--- config.mk ---
export PLATFORM = sky130hd
export DESIGN_NAME = mem_bus_ctrl
export DESIGN_NICKNAME = d
export VERILOG_FILES = /design/src/rtl/mem_bus_ctrl.sv
export SDC_FILE = /design/constraint.sdc
export NUM_CORES = 1
export LEC_CHECK = 0
export BUFFER_PORTS_ARGS = -buffer_cell sky130_fd_sc_hd__buf_4
export CORE_MARGIN = 2
export CORE_UTILIZATION = 43
export DETAILED_ROUTE_END_ITERATION = 8
export PLACE_DENSITY = 0.82
export SLEW_MARGIN = 10
export SYNTH_ARGS = -nofsm -noshare
export SYNTH_HDL_FRONTEND = slang
export SYNTH_SLANG_ARGS = --single-unit
export TNS_END_PERCENT = 20
--- constraint.sdc ---
create_clock -name clk -period 2.4 [get_ports clk]
set_input_delay 0.48 -clock clk [delete_from_list [all_inputs] [get_ports clk]]
set_output_delay 0.48 -clock clk [all_outputs]
set_load 0.02 [all_outputs]
--- src/rtl/mem_bus_ctrl.sv ---
// mem_bus_ctrl: single-master bus controller that decodes CPU accesses onto
// peripheral, RAM and ROM ports and returns a one-cycle ack with an error flag.
// Optional feature macro MEM_BUS_TIMEOUT_EN: bounds the RAM write-done wait to
// TIMEOUT_CYC cycles and acks with err=1 when it expires. Without the macro the
// WAIT state holds until ram_write_done.
module mem_bus_ctrl #(
  parameter logic [15:0] RAM_BASE    = 16'h0200,
  parameter logic [15:0] RAM_TOP     = 16'h0400,
  parameter logic [15:0] ROM_BASE    = 16'hC000,
  parameter int          TIMEOUT_CYC = 4
) (
  input  logic        clk,
  input  logic        rst_n,
  input  logic        cpu_req,
  input  logic [15:0] cpu_addr,
  input  logic [15:0] cpu_wdata,
  input  logic        cpu_we,
  input  logic        cpu_bw,
  output logic        cpu_ready,
  output logic        cpu_ack,
  output logic        cpu_err,
  output logic [15:0] cpu_rdata,
  output logic [15:0] ram_addr,
  output logic [15:0] ram_Din,
  output logic        ram_RW,
  output logic        BW,
  input  logic        ram_write_done,
  input  logic [15:0] ram_out,
  output logic [15:0] rom_addr,
  input  logic [15:0] rom_out,
  output logic [15:0] per_addr,
  output logic [15:0] per_din,
  output logic        per_we,
  output logic        per_bw,
  input  logic [15:0] per_dout
);

  typedef enum logic [2:0] {S_IDLE, S_READ, S_WRITE, S_WAIT, S_ACK} state_t;
  typedef enum logic [1:0] {R_PER, R_RAM, R_ROM, R_UNM} region_t;

  state_t      state, state_n;
  logic [15:0] addr_q, wdata_q;
  logic        we_q, bw_q;
  logic [15:0] in_addr, src;
  region_t     in_reg, cur_reg;
  logic        accept, fault_in, tmo;

  function automatic region_t decode(input logic [15:0] a);
    if (a < 16'h0200)                   return R_PER;
    else if (a >= RAM_BASE && a < RAM_TOP) return R_RAM;
    else if (a >= ROM_BASE)             return R_ROM;
    else                                return R_UNM;
  endfunction

  // Word accesses are forced to even addresses; byte accesses pass through.
  assign in_addr  = cpu_bw ? cpu_addr : {cpu_addr[15:1], 1'b0};
  assign in_reg   = decode(in_addr);
  assign cur_reg  = decode(addr_q);
  assign accept   = cpu_req && (state == S_IDLE);
  // ROM is read-only; unmapped space faults for both directions.
  assign fault_in = (cpu_we && in_reg == R_ROM) || (in_reg == R_UNM);

`ifdef MEM_BUS_TIMEOUT_EN
  localparam int CW = $clog2(TIMEOUT_CYC + 1);
  logic [CW-1:0] wait_cnt;

  // Count cycles spent in WAIT; cleared whenever we are elsewhere.
  always_ff @(posedge clk) begin
    if (!rst_n || state != S_WAIT) wait_cnt <= '0;
    else                           wait_cnt <= wait_cnt + 1'b1;
  end

  // Done wins over an expiry landing in the same cycle.
  assign tmo = (state == S_WAIT) && !ram_write_done && (wait_cnt == CW'(TIMEOUT_CYC - 1));
`else
  assign tmo = 1'b0;
`endif

  // State register.
  always_ff @(posedge clk) begin
    if (!rst_n) state <= S_IDLE;
    else        state <= state_n;
  end

  // Next-state logic.
  always_comb begin
    state_n = state;
    case (state)
      S_IDLE:  if (cpu_req) state_n = fault_in ? S_ACK : (cpu_we ? S_WRITE : S_READ);
      S_READ:  state_n = S_ACK;
      S_WRITE: state_n = (cur_reg == R_RAM) ? S_WAIT : S_ACK;
      S_WAIT:  if (ram_write_done || tmo) state_n = S_ACK;
      S_ACK:   state_n = S_IDLE;
      default: state_n = S_IDLE;
    endcase
  end

  // FSM-decoded outputs: ready in IDLE, one-cycle write strobes in WRITE.
  always_comb begin
    cpu_ready = (state == S_IDLE);
    ram_RW    = (state == S_WRITE) && we_q && (cur_reg == R_RAM);
    per_we    = (state == S_WRITE) && we_q && (cur_reg == R_PER);
  end

  // Read source selected from the captured address.
  always_comb begin
    case (cur_reg)
      R_RAM:   src = ram_out;
      R_ROM:   src = rom_out;
      R_PER:   src = per_dout;
      default: src = 16'h0000;
    endcase
  end

  // Request capture and completion registers (ack, err, read data).
  always_ff @(posedge clk) begin
    if (!rst_n) begin
      addr_q    <= '0;
      wdata_q   <= '0;
      we_q      <= 1'b0;
      bw_q      <= 1'b0;
      cpu_ack   <= 1'b0;
      cpu_err   <= 1'b0;
      cpu_rdata <= '0;
    end else begin
      cpu_ack <= 1'b0;
      if (accept) begin
        addr_q    <= in_addr;
        wdata_q   <= cpu_wdata;
        we_q      <= cpu_we;
        bw_q      <= cpu_bw;
        cpu_rdata <= '0;
        cpu_err   <= fault_in;
        cpu_ack   <= fault_in;
      end
      if (state == S_READ) begin
        cpu_rdata <= bw_q ? {8'h00, src[7:0]} : src;
        cpu_err   <= 1'b0;
        cpu_ack   <= 1'b1;
      end
      if (state == S_WRITE && cur_reg == R_PER) begin
        cpu_err <= 1'b0;
        cpu_ack <= 1'b1;
      end
      if (state == S_WAIT && (ram_write_done || tmo)) begin
        cpu_err <= tmo;
        cpu_ack <= 1'b1;
      end
    end
  end

  assign ram_addr = addr_q - RAM_BASE;
  assign rom_addr = addr_q - ROM_BASE;
  assign per_addr = addr_q;
  assign ram_Din  = wdata_q;
  assign per_din  = wdata_q;
  assign BW       = bw_q;
  assign per_bw   = bw_q;

endmodule

==> flow_results.org <==
** Global route
- Overall overflow remaining after global route :: 0
- Via count of the first global-routing pass :: 2,915
- Antenna violations before repair :: 0
- GRT Util Overall :: 22.5%
- Maximum number of pins on one net before global-route repair :: 35
- The first global-routing pass estimated 13,700 um of wire.

** Hold path
- Type of the most critical hold path :: in2reg

** Clocking
- The number of clock buffers added by TritonCTS is 5.
- After clock tree synthesis, the clock-pin slew on the worst setup and hold paths is 0.11 ns.
- Hold-fix buffer count after cts :: 0
- Bufs on Longest Clock Path :: 2
- TritonCTS built the clock tree.
- Library cell used as clock root buffer :: clkbuf_8
- The H-tree was split into 2 levels.
- The later pin in the worst-skew pair is clocked with a latency of between 0.3 and 0.4 ns.
- Number of sinks driven by the clock tree :: 55

** STA
- Relative slew slack :: ~53%
- The number of slew-limit violations in the final report is 0.
- Final clock period utilization by the worst path :: between 90% and 100%
- Timing would allow up to 439 MHz.
- Number of endpoints failing setup at the final stage :: 0
- Summed over all failing endpoints, the final setup total negative slack is 0 ns.
- Slew at the pin closest to its max-slew limit :: between 0.7 and 0.8 ns
- The number of endpoints with negative hold slack in the final report came to 0.
- Fin worst setup slack :: 0.125 ns
- Final Hold Slack :: approximately 0.4 ns
- The smallest clock period supported by the final layout is computed as 2.28 ns.
- RSZ-0062 raised after global routing :: false
- Between clock sinks in the finished design, the worst skew comes to 0.00910 ns.

** Die
- In this run the core area contains 30 standard-cell rows.
- The floorplan step set the die width to 86.4 um.
- Initial cell density of the core :: 43.7%
- In this run the vertical extent of the chip is 86.4 um.
- Area of the die :: 7470 sq um
- After floorplanning, the core was sized to cover 6680 sq um.
- I/O pin count :: 189

** Critical path
- Arrival @ worst endpoint :: 1.80 ns
- The slowest stage of the critical path belongs to the cell dfxtp_2.
- For the worst setup path, the data required time is 1.92 ns.
- Element type at the critical path start :: flop
- Largest driver fanout on the critical path :: 5
- In this design, the stage delay of the slowest critical-path cell is 0.37 ns.
- The worst setup path is captured at an output port.
- Traced cell by cell, the critical path runs through inv_1 > ha_1 > nand3_1 > nor2_8 > and3_1 > buf_4.
- The critical path in this run is classified as reg2out.

** Synth
- After synthesis the netlist holds a flip-flop and latch count of 55.
- Async SR Flop Fraction :: 0%
- The cell count after synthesis came out at 357.
- Synthesized netlist net count :: 447
- Number of flops mapped to enable cells by yosys :: 0
- Flip-flop cell with the highest count after synthesis :: dfxtp_1
- Distinct cells, synth :: 45
- Syn Std Cell Area :: 2920 sq um
- Total of warnings raised by yosys :: 0
- Sequential area share after synthesis :: between 30 and 40%
- In this run the mean area of a mapped cell was 8.18 sq um.

** Power
- Net Sw Power :: 0.720 mW
- In this run, the combinational gates consume 30.7% of the power.
- The internal power of the cells totals 1.48 mW.
- Power share of the sequential group :: between 40% and 50%
- Leakage component of the power :: 1.94 nW
- Dividing total power by cell area gives a power density of 530 nW/um^2.
- Worst IR Drop VDD :: 0.247 mV
- Proportion of power drawn by the clock network :: 24.3%
- Sw Share :: 32.7%

** Routing
- For this run, design rule violations remaining after detail routing come to 0.
- Remaining antenna violation count :: 0
- Mean routed wirelength per cell :: 15.3 um
- The detailed router placed 3,087 vias in this run.
- The first detailed-routing pass took 5 iterations.
- Detailed Route Iter0 Violations :: 123
- Summed over all layers, the routed wires come to ~9000 um.
- After detailed routing, the number of vias per cell comes to 5.32.

** Run status
- Outcome :: finished, final reports clean

** Place
- Routability-driven placement finished with a final weighted congestion of around 0.9.
- Port bufs :: 188
- Final HPWL DP :: slightly below 7000 um
- Minimum setup slack after placement :: 0.280 ns

** Finish
- Ant diodes :: 0
- Of the cells placed in the final design, the portion with a size suffix greater than 1 is 43.4%.
- Area growth from synthesis to final layout :: 42.2%
- Multi-input logic area :: 1330 sq um
- Total number of nets in the final design :: between 500 and 600
- Registers take 1100 sq um.
- Layout filler cell count :: 592

** Run
- Max-cap check violation count :: 0
metrics by stage:
| step | area, sq um | utilization, % | cells | total power, mW |
|---|---|---|---|---|
| 3_5_place_dp | 4050 | 60.7 | 571 | 1.69 |
| 6_report | 4160 | 62.2 | 580 | 2.20 |
| 4_1_cts | 4150 | 62.2 | 580 | 2.21 |
| 5_1_grt | 4160 | 62.2 | 580 | 2.31 |
| 2_1_floorplan | 2920 | - | 357 | 1.43 |
| 3_3_place_gp | 4050 | 60.7 | 571 | 1.67 |
cells by family after synthesis:
kind of cell / count (synthesis) / share of synthesized area (%)
XOR/XNOR: 5 / 1.50
AND/OR/NAND/NOR: 114 / 17.7
multiplexers: 1 / 0.385
adder cells (fa/ha/maj): 4 / 1.71
AO/OA/AOI/OAI: 105 / 24.3
buffers and inverters: 73 / 16.7
flip-flops: 55 / 37.7
power by group through the flow:
stage	clock [mW]	sequential (mW)	combinational (mW)
final	0.536	0.991	0.676
after floorplan	0	1.05	0.379
after detailed placement	0	1.01	0.674
after CTS	0.543	0.991	0.676
after global placement	0	1.01	0.664
after global routing	0.589	0.997	0.725
placed cells by master, fill, tap and decap left out, types with 7 or more instances in the layout:
cell type  count
buf_4        199
nand2_1       83
dfxtp_1       54
a21oi_1       45
inv_1          9
a222oi_1       9
o21ai_1        8
a22oi_1        8
a221oi_1       7
o31ai_1        7
registers in the layout, summed over array words and instances, names as in the netlist:
signal,cells
per_addr,16
cpu_err,1
state,3
we_q,1
per_din,16
BW,1
cpu_ack,1
cpu_rdata,16
critical path: cells and delay by family (launching register included):
| family | cells | cell delay [ns] |
|---|---|---|
| buffers and inverters | 2 | 0.26 |
| flip-flops | 1 | 0.37 |
| adder cells (fa/ha/maj) | 1 | 0.28 |
| AND/OR/NAND/NOR | 3 | 0.58 |
per-layer routing:
| metal | vias up | global-route usage (%) | part of all wire, % |
|---|---|---|---|
| met3 | 21 | 4.38 | 5.6 |
| met5 | - | 0 | 0 |
| met1 | 1450 | 28.8 | 40 |
| met4 | 0 | 6.82 | 2.0 |
| li1 | 1498 | - | - |
| met2 | 118 | 38.4 | 52 |
final timing paths:
check                startpoint       endpoint  slack (ns)  depth (start not counted)
setup / recovery   per_addr[14]         ram_RW        0.12                          6
hold / removal      cpu_addr[5]    per_addr[5]        0.41                          3
setup reg to reg   per_addr[15]  cpu_rdata[14]        0.24                          6
hold reg to reg   cpu_rdata[13]  cpu_rdata[13]        0.46                          2
synthesized netlist by cell type, types with 2 or more instances:
master	n	area share [%]
or2_2	2	0.43
a21boi_0	6	1.5
buf_2	5	0.86
a22oi_1	8	2.1
o21ai_1	8	1.4
nor2b_1	3	0.64
buf_1	3	0.39
a222oi_1	9	3.1
or4_1	2	0.51
nor2_1	4	0.51
dfxtp_1	55	38
inv_1	9	1.2
buf_4	41	11
ha_1	4	1.7
clkbuf_8	3	1.4
and3_1	3	0.64
nand2_1	83	11
a32oi_1	2	0.60
a221oi_1	7	2.1
xor2_1	2	0.60
o21ai_0	2	0.34
a21oi_1	45	7.7
nor3_1	6	1.0
xnor2_1	3	0.90
buf_6	3	1.2
a211oi_1	5	1.3
nand3_1	3	0.51
clkbuf_1	8	1.0
o31ai_1	7	1.8
area by class of cell:
class,instances,share of cell area [%]
Clock buffer,5,1.66
Clock inverter,3,0.572
Inverter,9,0.813
Multi-Input combinational cell,229,32.1
Sequential cell,55,26.5
Tap cell,80,2.41
Timing Repair Buffer,199,36.0
repair_timing:
action	CTS	global route
gates cloned	0	0
pin swaps	1	0
resized for setup	0	1
endpoints found under the setup margin	1	1
setup buffers	1	0
Power figures use the tool's default switching activity.
